==> src/rtl/upscaler_line_scheduler_pkg.sv <==
// Shared definitions for the upscaler line scheduler.
//   - Ring, width and step parameters.
//   - Divider FSM state encoding.
//   - Unity step constant (1.0 in the h_delta/v_delta fixed-point format).
//   - Saturation limit for h_delta, widened to the quotient width.
package upscaler_line_scheduler_pkg;

  localparam int C_LINE_BUFFER_COUNT = 8;
  localparam int C_INDEX_WIDTH       = 3;
  localparam int C_WIDTH_BITS        = 11;
  localparam int C_DELTA_WIDTH       = 8;

  // The dividend is src_width << C_DELTA_WIDTH.
  // One quotient bit is produced per cycle.
  localparam int C_DIV_STEPS = C_WIDTH_BITS + C_DELTA_WIDTH;

  localparam logic [C_DELTA_WIDTH:0] C_UNITY_STEP =
    (C_DELTA_WIDTH+1)'(1 << C_DELTA_WIDTH);

  // Largest representable h_delta (just under 2.0), widened to the quotient width.
  localparam logic [C_DIV_STEPS-1:0] C_H_DELTA_MAX =
    C_DIV_STEPS'((1 << (C_DELTA_WIDTH+1)) - 1);

  typedef enum logic [1:0] {
    DIV_IDLE   = 2'd0,
    DIV_DIVIDE = 2'd1,
    DIV_DONE   = 2'd2
  } div_state_t;

endpackage

==> src/rtl/upscaler_line_scheduler_seq_divider.sv <==
// seq_divider: restoring unsigned divider that resolves one quotient bit per cycle.
// Ports:
//   pixel_clk, rst  clock and asynchronous active-high reset
//   start           accepted only in IDLE; latches dividend and divisor
//   dividend        numerator, DIVIDEND_W bits
//   divisor         denominator, DIVISOR_W bits; the caller keeps it non-zero
//   busy            high for exactly DIVIDEND_W cycles while bits are resolved
//   done            high for the one cycle in which quotient is final
//   quotient        result register; holds its value until the next start
module seq_divider
  import upscaler_line_scheduler_pkg::*;
#(
  parameter int DIVIDEND_W = 19,
  parameter int DIVISOR_W  = 11
) (
  input  logic                  pixel_clk,
  input  logic                  rst,
  input  logic                  start,
  input  logic [DIVIDEND_W-1:0] dividend,
  input  logic [DIVISOR_W-1:0]  divisor,
  output logic                  busy,
  output logic                  done,
  output logic [DIVIDEND_W-1:0] quotient
);

  localparam int                CNT_W    = $clog2(DIVIDEND_W + 1);
  localparam logic [CNT_W-1:0] LAST_BIT = CNT_W'(DIVIDEND_W - 1);

  div_state_t             state, state_next;
  logic [DIVIDEND_W-1:0]  dvd_q;
  logic [DIVISOR_W-1:0]   dsr_q;
  logic [DIVISOR_W-1:0]   rem_q;
  logic [CNT_W-1:0]       cnt_q;
  logic [DIVISOR_W:0]     trial;
  logic [DIVISOR_W:0]     diff;
  logic                   fits;

  // NOTE: sequential state uses non-blocking (<=) assignments so that every
  // register samples pre-edge values, whatever the order of the statements.
  always_ff @(posedge pixel_clk or posedge rst) begin
    if (rst) state <= DIV_IDLE;
    else     state <= state_next;
  end

  // NOTE: every signal assigned in a combinational block gets a default first.
  // Without it, a path that leaves one unassigned infers a latch.
  always_comb begin
    state_next = state;
    case (state)
      DIV_IDLE:   if (start) state_next = DIV_DIVIDE;
      DIV_DIVIDE: if (cnt_q == LAST_BIT) state_next = DIV_DONE;
      DIV_DONE:   state_next = DIV_IDLE;
      default:    state_next = DIV_IDLE;
    endcase
  end

  // Restoring step: bring down the next dividend bit.
  // Subtract the divisor only when the partial remainder is large enough.
  always_comb begin
    trial = {rem_q, dvd_q[DIVIDEND_W-1]};
    diff  = trial - {1'b0, dsr_q};
    fits  = (trial >= {1'b0, dsr_q});
  end

  always_ff @(posedge pixel_clk or posedge rst) begin
    if (rst) begin
      dvd_q    <= '0;
      dsr_q    <= '0;
      rem_q    <= '0;
      cnt_q    <= '0;
      quotient <= '0;
    end else if (state == DIV_IDLE && start) begin
      dvd_q    <= dividend;
      dsr_q    <= divisor;
      rem_q    <= '0;
      cnt_q    <= '0;
      quotient <= '0;
    end else if (state == DIV_DIVIDE) begin
      dvd_q    <= dvd_q << 1;
      rem_q    <= fits ? diff[DIVISOR_W-1:0] : trial[DIVISOR_W-1:0];
      quotient <= {quotient[DIVIDEND_W-2:0], fits};
      cnt_q    <= cnt_q + 1'b1;
    end
  end

  assign busy = (state == DIV_DIVIDE);
  assign done = (state == DIV_DONE);

endmodule

==> src/rtl/upscaler_line_scheduler.sv <==
// upscaler_line_scheduler: sequences the line-buffer ring in the output pixel domain.
// It also derives the horizontal step.
// Ports:
//   pixel_clk, rst                  sole clock; asynchronous active-high reset
//   src_line_done, src_line_width   source finished a line; that line's active width
//   src_vsync                       source frame start; flushes the ring
//   dst_line_start, dst_line_width  output line start; output active width
//   dst_vsync                       output frame start; clears the vertical phase
//   v_delta                         vertical step per output line (clamped to 1.0)
//   write_index, read_index         ring buffers used by the source and the output
//   fill_level                      completed lines not yet retired
//   h_delta, h_delta_valid          horizontal step; set once the first division is done
//   busy                            divider running
//   overflow, underflow             one-cycle error pulses
module upscaler_line_scheduler
  import upscaler_line_scheduler_pkg::*;
(
  input  logic                       pixel_clk,
  input  logic                       rst,
  input  logic                       src_line_done,
  input  logic [C_WIDTH_BITS-1:0]    src_line_width,
  input  logic                       src_vsync,
  input  logic                       dst_line_start,
  input  logic [C_WIDTH_BITS-1:0]    dst_line_width,
  input  logic                       dst_vsync,
  input  logic [C_DELTA_WIDTH:0]     v_delta,
  output logic [C_INDEX_WIDTH-1:0]   write_index,
  output logic [C_INDEX_WIDTH-1:0]   read_index,
  output logic [C_INDEX_WIDTH:0]     fill_level,
  output logic [C_DELTA_WIDTH:0]     h_delta,
  output logic                       h_delta_valid,
  output logic                       busy,
  output logic                       overflow,
  output logic                       underflow
);

  // One slot is always kept free, so the ring counts as full at COUNT-1 lines.
  localparam logic [C_INDEX_WIDTH:0] FILL_FULL = (C_INDEX_WIDTH+1)'(C_LINE_BUFFER_COUNT - 1);

  logic [C_WIDTH_BITS-1:0]  src_width_q;
  logic [C_DELTA_WIDTH-1:0] v_frac_q;
  logic [C_DELTA_WIDTH:0]   v_step;
  logic [C_DELTA_WIDTH:0]   v_sum;
  logic                     retire;
  logic                     div_start;
  logic                     div_done;
  logic [C_DIV_STEPS-1:0]   div_quotient;

  // Vertical phase accumulator.
  // A carry out of the fractional bits retires one source line.
  always_comb begin
    v_step = (v_delta > C_UNITY_STEP) ? C_UNITY_STEP : v_delta;
    v_sum  = {1'b0, v_frac_q} + v_step;
    retire = dst_line_start && !dst_vsync && v_sum[C_DELTA_WIDTH];
  end

  always_ff @(posedge pixel_clk or posedge rst) begin
    if (rst)                 v_frac_q <= '0;
    else if (dst_vsync)      v_frac_q <= '0;
    else if (dst_line_start) v_frac_q <= v_sum[C_DELTA_WIDTH-1:0];
  end

  // Ring bookkeeping.
  // Both the write and the retire decisions use the fill level from before this cycle.
  // Index arithmetic wraps naturally because the ring depth is a power of two.
  always_ff @(posedge pixel_clk or posedge rst) begin
    if (rst) begin
      write_index <= '0;
      read_index  <= '0;
      fill_level  <= '0;
      overflow    <= 1'b0;
      underflow   <= 1'b0;
    end else begin
      overflow  <= 1'b0;
      underflow <= 1'b0;
      if (src_vsync) begin
        write_index <= '0;
        read_index  <= '0;
        fill_level  <= '0;
      end else if (src_line_done && retire) begin
        write_index <= write_index + 1'b1;
        read_index  <= read_index + 1'b1;
      end else if (src_line_done) begin
        if (fill_level < FILL_FULL) begin
          write_index <= write_index + 1'b1;
          fill_level  <= fill_level + 1'b1;
        end else begin
          overflow <= 1'b1;
        end
      end else if (retire) begin
        if (fill_level != '0) begin
          read_index <= read_index + 1'b1;
          fill_level <= fill_level - 1'b1;
        end else begin
          underflow <= 1'b1;
        end
      end
    end
  end

  always_ff @(posedge pixel_clk or posedge rst) begin
    if (rst)                src_width_q <= '0;
    else if (src_line_done) src_width_q <= src_line_width;
  end

  // The divider ignores start while it is busy.
  // A zero width on either side would give a meaningless step, so no division starts.
  assign div_start = dst_line_start && (src_width_q != '0) && (dst_line_width != '0);

  seq_divider #(
    .DIVIDEND_W (C_DIV_STEPS),
    .DIVISOR_W  (C_WIDTH_BITS)
  ) u_divider (
    .pixel_clk (pixel_clk),
    .rst       (rst),
    .start     (div_start),
    .dividend  ({src_width_q, {C_DELTA_WIDTH{1'b0}}}),
    .divisor   (dst_line_width),
    .busy      (busy),
    .done      (div_done),
    .quotient  (div_quotient)
  );

  always_ff @(posedge pixel_clk or posedge rst) begin
    if (rst) begin
      h_delta       <= C_UNITY_STEP;
      h_delta_valid <= 1'b0;
    end else if (div_done) begin
      h_delta       <= (div_quotient > C_H_DELTA_MAX) ? C_H_DELTA_MAX[C_DELTA_WIDTH:0]
                                                      : div_quotient[C_DELTA_WIDTH:0];
      h_delta_valid <= 1'b1;
    end
  end

endmodule

==> config.mk <==
export PLATFORM = sky130hd
export DESIGN_NAME = upscaler_line_scheduler
export DESIGN_NICKNAME = d
export VERILOG_FILES = /design/src/rtl/upscaler_line_scheduler_pkg.sv /design/src/rtl/upscaler_line_scheduler_seq_divider.sv /design/src/rtl/upscaler_line_scheduler.sv
export SDC_FILE = /design/constraint.sdc
export NUM_CORES = 1
export LEC_CHECK = 0
export CAP_MARGIN = 20
export CORE_ASPECT_RATIO = 1.1
export CORE_MARGIN = 5
export CORE_UTILIZATION = 51
export DETAILED_ROUTE_END_ITERATION = 8
export PLACE_DENSITY_LB_ADDON = 0.15
export SLEW_MARGIN = 20
export SYNTH_ARGS = -nofsm -noshare
export SYNTH_HDL_FRONTEND = slang
export SYNTH_SLANG_ARGS = --single-unit
==> constraint.sdc <==
create_clock -name pixel_clk -period 3.4 [get_ports pixel_clk]
set_input_delay 0.68 -clock pixel_clk [delete_from_list [all_inputs] [get_ports pixel_clk]]
set_output_delay 0.68 -clock pixel_clk [all_outputs]
set_load 0.01 [all_outputs]
==> summary.txt, run 1 <==
Outcome
  • Status: finished clean

Drt
  • Per-cell routed wire length: 15.3 um
  • Vias per inst: 5.59
  • Vias: 4,179
  • Total Wirelength: about 11,000 um
  • Final ANT Viol Nets: 0
  • DRC: 0
  • DR pass1 iterations: 4
  • Initial drt markers: 230

Timing
  • Tightest Pin Transition: 0.761 ns
  • Setup Skew: 0.0110 ns
  • Slew HR: 49.3%
  • RSZ-0062 raised after global routing: false
  • Final setup vio count: 0
  • Setup TNS: 0 ns
  • Max Fclk: 315 MHz
  • Min Tclk post-route: roughly 3.2 ns
  • Worst setup margin: 0.223 ns
  • Final period utilization: ~93%
  • Slew Limit Fails: 0
  • Final Hold Viols: 0

Global route
  • All-layer global routing usage: 19.2%
  • Grt total ovfl: 0
  • Largest net degree at the start of global routing: 51
  • Initial antenna violation count: 0
  • Met2 Use GR: between 30 and 40%
  • GR Util met1: ~24%
  • Busiest metal layer after global routing: met2
  • Vias in the first global route: roughly 4,000
  • First-pass GRT wire length: approximately 19,000 um
  • Met3 GRT Util: 4.22%

Yosys
  • Synth warn: 0
  • Main synth FF type: dfrtp_1
  • Synth cell count leaders: dfrtp_1 (99), nand2_1 (83), o21ai_0 (52), nor2_1 (26), ha_1 (25)
  • Syn Nets: 603
  • Synthesized area per cell: 9.85 um2
  • Synth async-reset ratio: 100%
  • Synth cell types: 64
  • Share of Yosys cell area claimed by the top area cell type: 46.8%
  • Syn Inst Count: 538
  • Largest area contributor in the netlist: dfrtp_1
  • Syn Std Cell Area: 5300 um2
  • Post-synthesis sequential area ratio: 47.2%
  • Top-count cell post-synth: dfrtp_1
  • Synth top area cells: dfrtp_1 (47%), ha_1 (5.9%), nand2_1 (5.9%), o21ai_0 (4.9%), mux2i_1 (4.2%)
  • Flops & latches, synth: 100
  • Post-synth EDFFs: 0

Floorplanning
  • Row count: 39
  • Die Wd: around 110 um
  • Die area: 12,500 um2
  • Core ar.: 10,300 um2
  • DIE HEIGHT: 117 um
  • Initial Utilization: 51.5%
  • I/O Pins: 60

Finish
  • Final net count: 665
  • Antenna cells: 0
  • Fillers: 883
  • Area grow syn2layout: 21.3%
  • Layout cell share with drive strength beyond 1: 9.59%
  • Util after Layout: 62.4%
  • Post-route cell area: 6430 um2

Critical path
  • Crit path required time: around 3.7 ns
  • Critical path endpoint category: flop
  • Worst setup SP type: input pin
  • Critical path arrival: 3.44 ns
  • Crit Path Max Fanout: 8
  • CP Class: input pin to flop

CTS
  • H-Tree Level Count: 3
  • Cts hold-fix bufs: 0
  • CTS tree: built
  • Max Buffers Root-to-Sink: 2
  • Post-cts sizing count: 0
  • Clock latency on the worst-skew pair: 0.35 ns
  • Clk slew on worst S/H paths: 0.07 ns
  • Post-CTS repair timing setup buffer count: 0
  • Clk sinks: 100
  • Total CTS buffers: 9
  • Root Buffer: clkbuf_16

Power
  • Power per standard cell area: 832 nW/um2
  • Worst VDD drop: between 300 and 400 uV
  • Pwr Total: ~5400 uW
  • LEAKAGE: 0.00288 uW

Placement
  • IO buf count: 59
  • GP Congestion: 0.866
  • DP HPWL: 8240 um
  • Placement Setup Slack: -0.134 ns
  • Placed Area: 6100 um2

Flow run
  • Count of maximum capacitance violations: 0

Min path
  • Hold Crit Class: flop to flop
## power by group
part           leakage (uW)  internal, uW  switching [uW]  total, uW
Sequential          0.00127          1590             277       1870
Clock              0.000155           655             466       1120
Combinational       0.00146          1100            1260       2360
Total               0.00288          3350            2000       5350
## per-layer routing
| metal | up-vias | part of all wire, % |
|---|---|---|
| met3 | 8 | 3.5 |
| met4 | 0 | 1.0 |
| met1 | 2066 | 45 |
| li1 | 2035 | - |
| met5 | - | 0 |
| met2 | 70 | 50 |
## worst max-delay path, cell delays in order
cell             delay [ns]
clkdlybuf4s50_1        0.50
buf_4                  0.17
nor2b_1                0.08
fa_1                   0.45
a211o_1                0.35
a211oi_1               0.32
buf_4                  0.18
o2111a_1               0.22
o21ai_1                0.12
a21bo_2                0.23
a21oi_1                0.15
## registers in the layout, summed over array words and instances, names as in the netlist
register,flops
overflow,1
src_width_q,11
v_frac_q,8
u_divider.dvd_q,11
fill_level,4
read_index,3
write_index,3
underflow,1
u_divider.cnt_q,5
u_divider.quotient,19
u_divider.state,2
h_delta_valid,1
u_divider.rem_q,11
u_divider.dsr_q,11
h_delta,9
## cell type report
type	count	area, um2	area share, %
Multi-Input combinational cell	396	2630	40.9
Sequential cell	100	2500	38.9
Timing Repair Buffer	75	723	11.2
Clock buffer	10	229	3.56
Tap cell	143	179	2.78
Clock inverter	6	96.3	1.50
Inverter	18	70.1	1.09
## worst paths after layout
kind / start / to / slack, ns / cells past startpoint
max: v_delta[8] / fill_level[1]$_DFFE_PP0P_ / 0.22 / 11
min: h_delta_valid$_DFFE_PP0N_ / h_delta_valid$_DFFE_PP0N_ / 0.48 / 1
max reg2reg: u_divider.dsr_q[0]$_DFFE_PP0P_ / u_divider.rem_q[1]$_DFFE_PP0P_ / 0.68 / 8
min reg2reg: h_delta_valid$_DFFE_PP0N_ / h_delta_valid$_DFFE_PP0N_ / 0.48 / 1
max in group asynchronous: rst / u_divider.dvd_q[9]$_DFFE_PP0P_ / 2.06 / 3
min in group asynchronous: rst / v_frac_q[2]$_DFFE_PP0P_ / 0.61 / 2
## kinds of logic (layout without fill, tap and decap cells)
logic type | Yosys count | after routing | synth area share (%)
AOI/OAI and AO/OA | 129 | 129 | 15.9
muxes | 35 | 35 | 6.92
buffers and inverters | 42 | 109 | 3.14
adders and majority gates | 28 | 28 | 7.04
xor gates and xnor gates | 18 | 18 | 2.98
and+or+nand+nor | 186 | 186 | 16.7
DFF | 100 | 100 | 47.2
## metrics by stage
stage,hold slack [ns],instances
floorplan,0.438,538
global placement,0.452,732
detailed placement,0.465,732
CTS,0.482,748
global route,0.488,748
finish,0.477,748
## layout by cell type (no fill, tap or decap), types with 3 or more instances in the layout
master	instances
nand3_1	12
a21oi_1	12
xor2_1	5
clkbuf_16	9
o22a_1	9
buf_4	15
nor2_1	26
xnor2_1	13
a31oi_1	3
fa_1	3
a21o_1	5
mux2i_1	22
ha_1	25
and3_1	4
a211oi_1	7
o21ai_0	52
clkdlybuf4s50_1	59
nor2b_1	13
a22o_1	4
nand2_1	83
o211ai_1	6
or3_1	3
o21a_1	6
nand3b_1	4
nor4_1	8
inv_1	16
nand4_1	5
mux2_2	13
nor3_1	11
o21ai_1	3
dfrtp_1	99
No activity file was read; power rests on OpenSTA's default activity.
==> run 2, diff against run 1 <==
- CTS_CLUSTER_SIZE: not set -> 12
- PLACE_DENSITY: not set -> 0.76
- PLACE_DENSITY_LB_ADDON: 0.15 -> not set
==> run 2 against run 1 <==
Net effect: power hardly changed; die area stayed put; worst setup slack hardly changed; critical path depth stayed put; wire length is 0.16% lower; design area hardly changed; sequential share of layout area hardly changed; combinational power is 2% higher; hold slack worse by 0.0026 ns; register-to-register slack worse by 0.06 ns; global-route usage is 0.36 points higher; largest cell class unchanged; clock skew is 0.0011 ns lower.
==> summary.txt, run 2 (same netlist as run 1, synthesis figures left out) <==
Outcome
  • Status: finished clean (unchanged)

Global route
  • Initial antenna violation count: 0 (unchanged)
  • First-pass GRT wire length: 19,700 um (was 19,300 um)
  • Vias in the first global route: 4,185 (was 4,076)
  • Grt total ovfl: 0 (unchanged)
  • All-layer global routing usage: 19.5% (was 19.2%)
  • Largest net degree at the start of global routing: 51 (unchanged)

Drt
  • DRC: 0 (unchanged)
  • Per-cell routed wire length: 15.3 um (about the same)
  • DR pass1 iterations: 4 (unchanged)
  • Vias per inst: 5.57 (was 5.59)
  • Vias: 4,175 (was 4,179)
  • Total Wirelength: 11,400 um (about the same)
  • Final ANT Viol Nets: 0 (unchanged)
  • Initial drt markers: 231 (was 230)

Critical path
  • Critical path endpoint category: flop (unchanged)
  • Cells on worst reg2reg path: 8 (unchanged)
  • Crit path required time: 3.63 ns (was 3.66 ns)
  • Worst R2R Start: u_divider.dsr_q[0]$_DFFE_PP0P_ (unchanged)
  • Critical R2R Capture: u_divider.rem_q[1]$_DFFE_PP0P_ (unchanged)
  • Worst setup SP type: input pin (unchanged)
  • Critical path arrival: 3.41 ns (was 3.44 ns)
  • Slowest cell on the critical path: clkdlybuf4s50_1 (unchanged)
  • Setup crit end: read_index[2]$_DFFE_PP0P_ (was fill_level[1]$_DFFE_PP0P_)
  • Crit Path Max Fanout: 4 (was 8)
  • Slowest cell delay on critical path: 0.52 ns (was 0.50 ns)
  • CP Launch Point: v_delta[8] (unchanged)
  • Worst R2R Setup Slack: 0.62 ns (was 0.68 ns)
  • CP Class: input pin to flop (unchanged)
  • Critical-path cell list: clkdlybuf4s50_1 > nor2b_1 > ha_1 > fa_1 > a211o_1 > a211oi_1 > or2_2 > mux2i_1 > buf_4 > a21oi_1 > a31o_2 (was clkdlybuf4s50_1 > buf_4 > nor2b_1 > fa_1 > a211o_1 > a211oi_1 > buf_4 > o2111a_1 > o21ai_1 > a21bo_2 > a21oi_1)

Finish
  • Area grow syn2layout: 21.4% (was 21.3%)
  • Post-route cell area: 6430 um2 (about the same)
  • Commonest non-fill, non-tap cell in the layout: dfrtp_1 (unchanged)
  • Largest register FFs: 19 (unchanged)
  • Final net count: 666 (was 665)
  • Util after Layout: 62.5% (was 62.4%)
  • Biggest register: u_divider.quotient (unchanged)
  • Layout cell share with drive strength beyond 1: 9.90% (was 9.59%)
  • Most frequent cells in the layout: dfrtp_1 (99), nand2_1 (83), clkdlybuf4s50_1 (59) (unchanged)
  • Antenna cells: 0 (unchanged)

Timing
  • Max Fclk: 315 MHz (about the same)
  • Slew HR: 49.6% (was 49.3%)
  • Worst setup margin: 0.224 ns (was 0.223 ns)
  • RSZ-0062 raised after global routing: false (unchanged)
  • Final setup vio count: 0 (unchanged)
  • Tightest Pin Transition: 0.755 ns (was 0.761 ns)
  • Setup Skew: 0.00992 ns (was 0.0110 ns)
  • Min Tclk post-route: 3.18 ns (about the same)
  • Final period utilization: 93.4% (about the same)
  • Final Hold Viols: 0 (unchanged)
  • Slew Limit Fails: 0 (unchanged)

Placement
  • IO buf count: 59 (unchanged)
  • Placement Setup Slack: -0.135 ns (was -0.134 ns)
  • GP Congestion: 0.884 (was 0.866)
  • Placed Area: 6110 um2 (was 6100 um2)
  • DP HPWL: 8120 um (was 8240 um)

Floorplanning
  • Die area: 12,500 um2 (unchanged)
  • Die Wd: 107 um (unchanged)
  • DIE HEIGHT: 117 um (unchanged)
  • Core ar.: 10,300 um2 (unchanged)
  • Row count: 39 (unchanged)
  • Initial Utilization: 51.5% (unchanged)
  • I/O Pins: 60 (unchanged)

CTS
  • Total CTS buffers: 9 (unchanged)
  • Root Buffer: clkbuf_16 (unchanged)
  • CTS tree: built (unchanged)
  • H-Tree Level Count: 3 (unchanged)
  • Post-CTS repair timing setup buffer count: 0 (unchanged)
  • Cts hold-fix bufs: 0 (unchanged)
  • Clk slew on worst S/H paths: 0.07 ns (about the same)
  • Clk sinks: 100 (unchanged)
  • Clock latency on the worst-skew pair: 0.34 ns (was 0.35 ns)
  • Max Buffers Root-to-Sink: 2 (unchanged)
  • Post-cts sizing count: 0 (unchanged)

Min path
  • Hold Crit Class: flop to flop (unchanged)

Power
  • Power per standard cell area: 832 nW/um2 (about the same)
  • LEAKAGE: 0.00289 uW (was 0.00288 uW)
  • Worst VDD drop: 392 uV (was 345 uV)
  • Pwr Total: 5350 uW (about the same)

Flow run
  • Count of maximum capacitance violations: 0 (unchanged)
[run 2: layout make-up]
cell class / instances / area (um2)
clock buffer: 11 / 253
clock inverter: 5 / 66.3
fill: 861 / 3860
inverter: 18 / 70.1
multi-input combinational: 396 / 2630
sequential: 100 / 2500
tap: 143 / 179
timing repair buffer: 76 / 731
[run 2: routing by layer]
metal,wire [um],track usage (%),vias up
met4,170,6.48,0
li1,-,-,2031
met2,5770,33.5,77
met5,0,0,-
met3,423,3.89,17
met1,5060,25.0,2050
[run 2: worst min-delay path by stage]
stage | start | end | cells after the start | slack [ns]
after global routing | u_divider.dvd_q[8]$_DFFE_PP0P_ | u_divider.dvd_q[8]$_DFFE_PP0P_ | 2 | 0.51
after global placement | h_delta_valid$_DFFE_PP0N_ | h_delta_valid$_DFFE_PP0N_ | 1 | 0.45
after CTS | u_divider.dvd_q[8]$_DFFE_PP0P_ | u_divider.dvd_q[8]$_DFFE_PP0P_ | 2 | 0.48
final | u_divider.dvd_q[8]$_DFFE_PP0P_ | u_divider.dvd_q[8]$_DFFE_PP0P_ | 2 | 0.47
after detailed placement | h_delta_valid$_DFFE_PP0N_ | h_delta_valid$_DFFE_PP0N_ | 1 | 0.46
after floorplan | u_divider.dvd_q[8]$_DFFE_PP0P_ | u_divider.dvd_q[8]$_DFFE_PP0P_ | 2 | 0.44
[run 2: report_power, final]
| group | switching, uW | internal, uW |
|---|---|---|
| Clock | 468 | 621 |
| Combinational | 1290 | 1110 |
| Sequential | 273 | 1590 |
[run 2: stage by stage]
step | hold slack [ns] | setup TNS (ns) | std cells
final | 0.474 | 0 | 749
after CTS | 0.480 | 0 | 749
after global placement | 0.452 | -0.0990 | 733
after floorplan | 0.438 | 0 | 538
after global routing | 0.507 | 0 | 749
after detailed placement | 0.458 | -0.579 | 733
[run 2: critical path, delay by kind of cell]
family / cells / cell delay, ns
compound gates: 4 / 0.89
buf+inv: 2 / 0.69
simple gates: 2 / 0.27
mux: 1 / 0.24
fa+ha+maj: 2 / 0.63
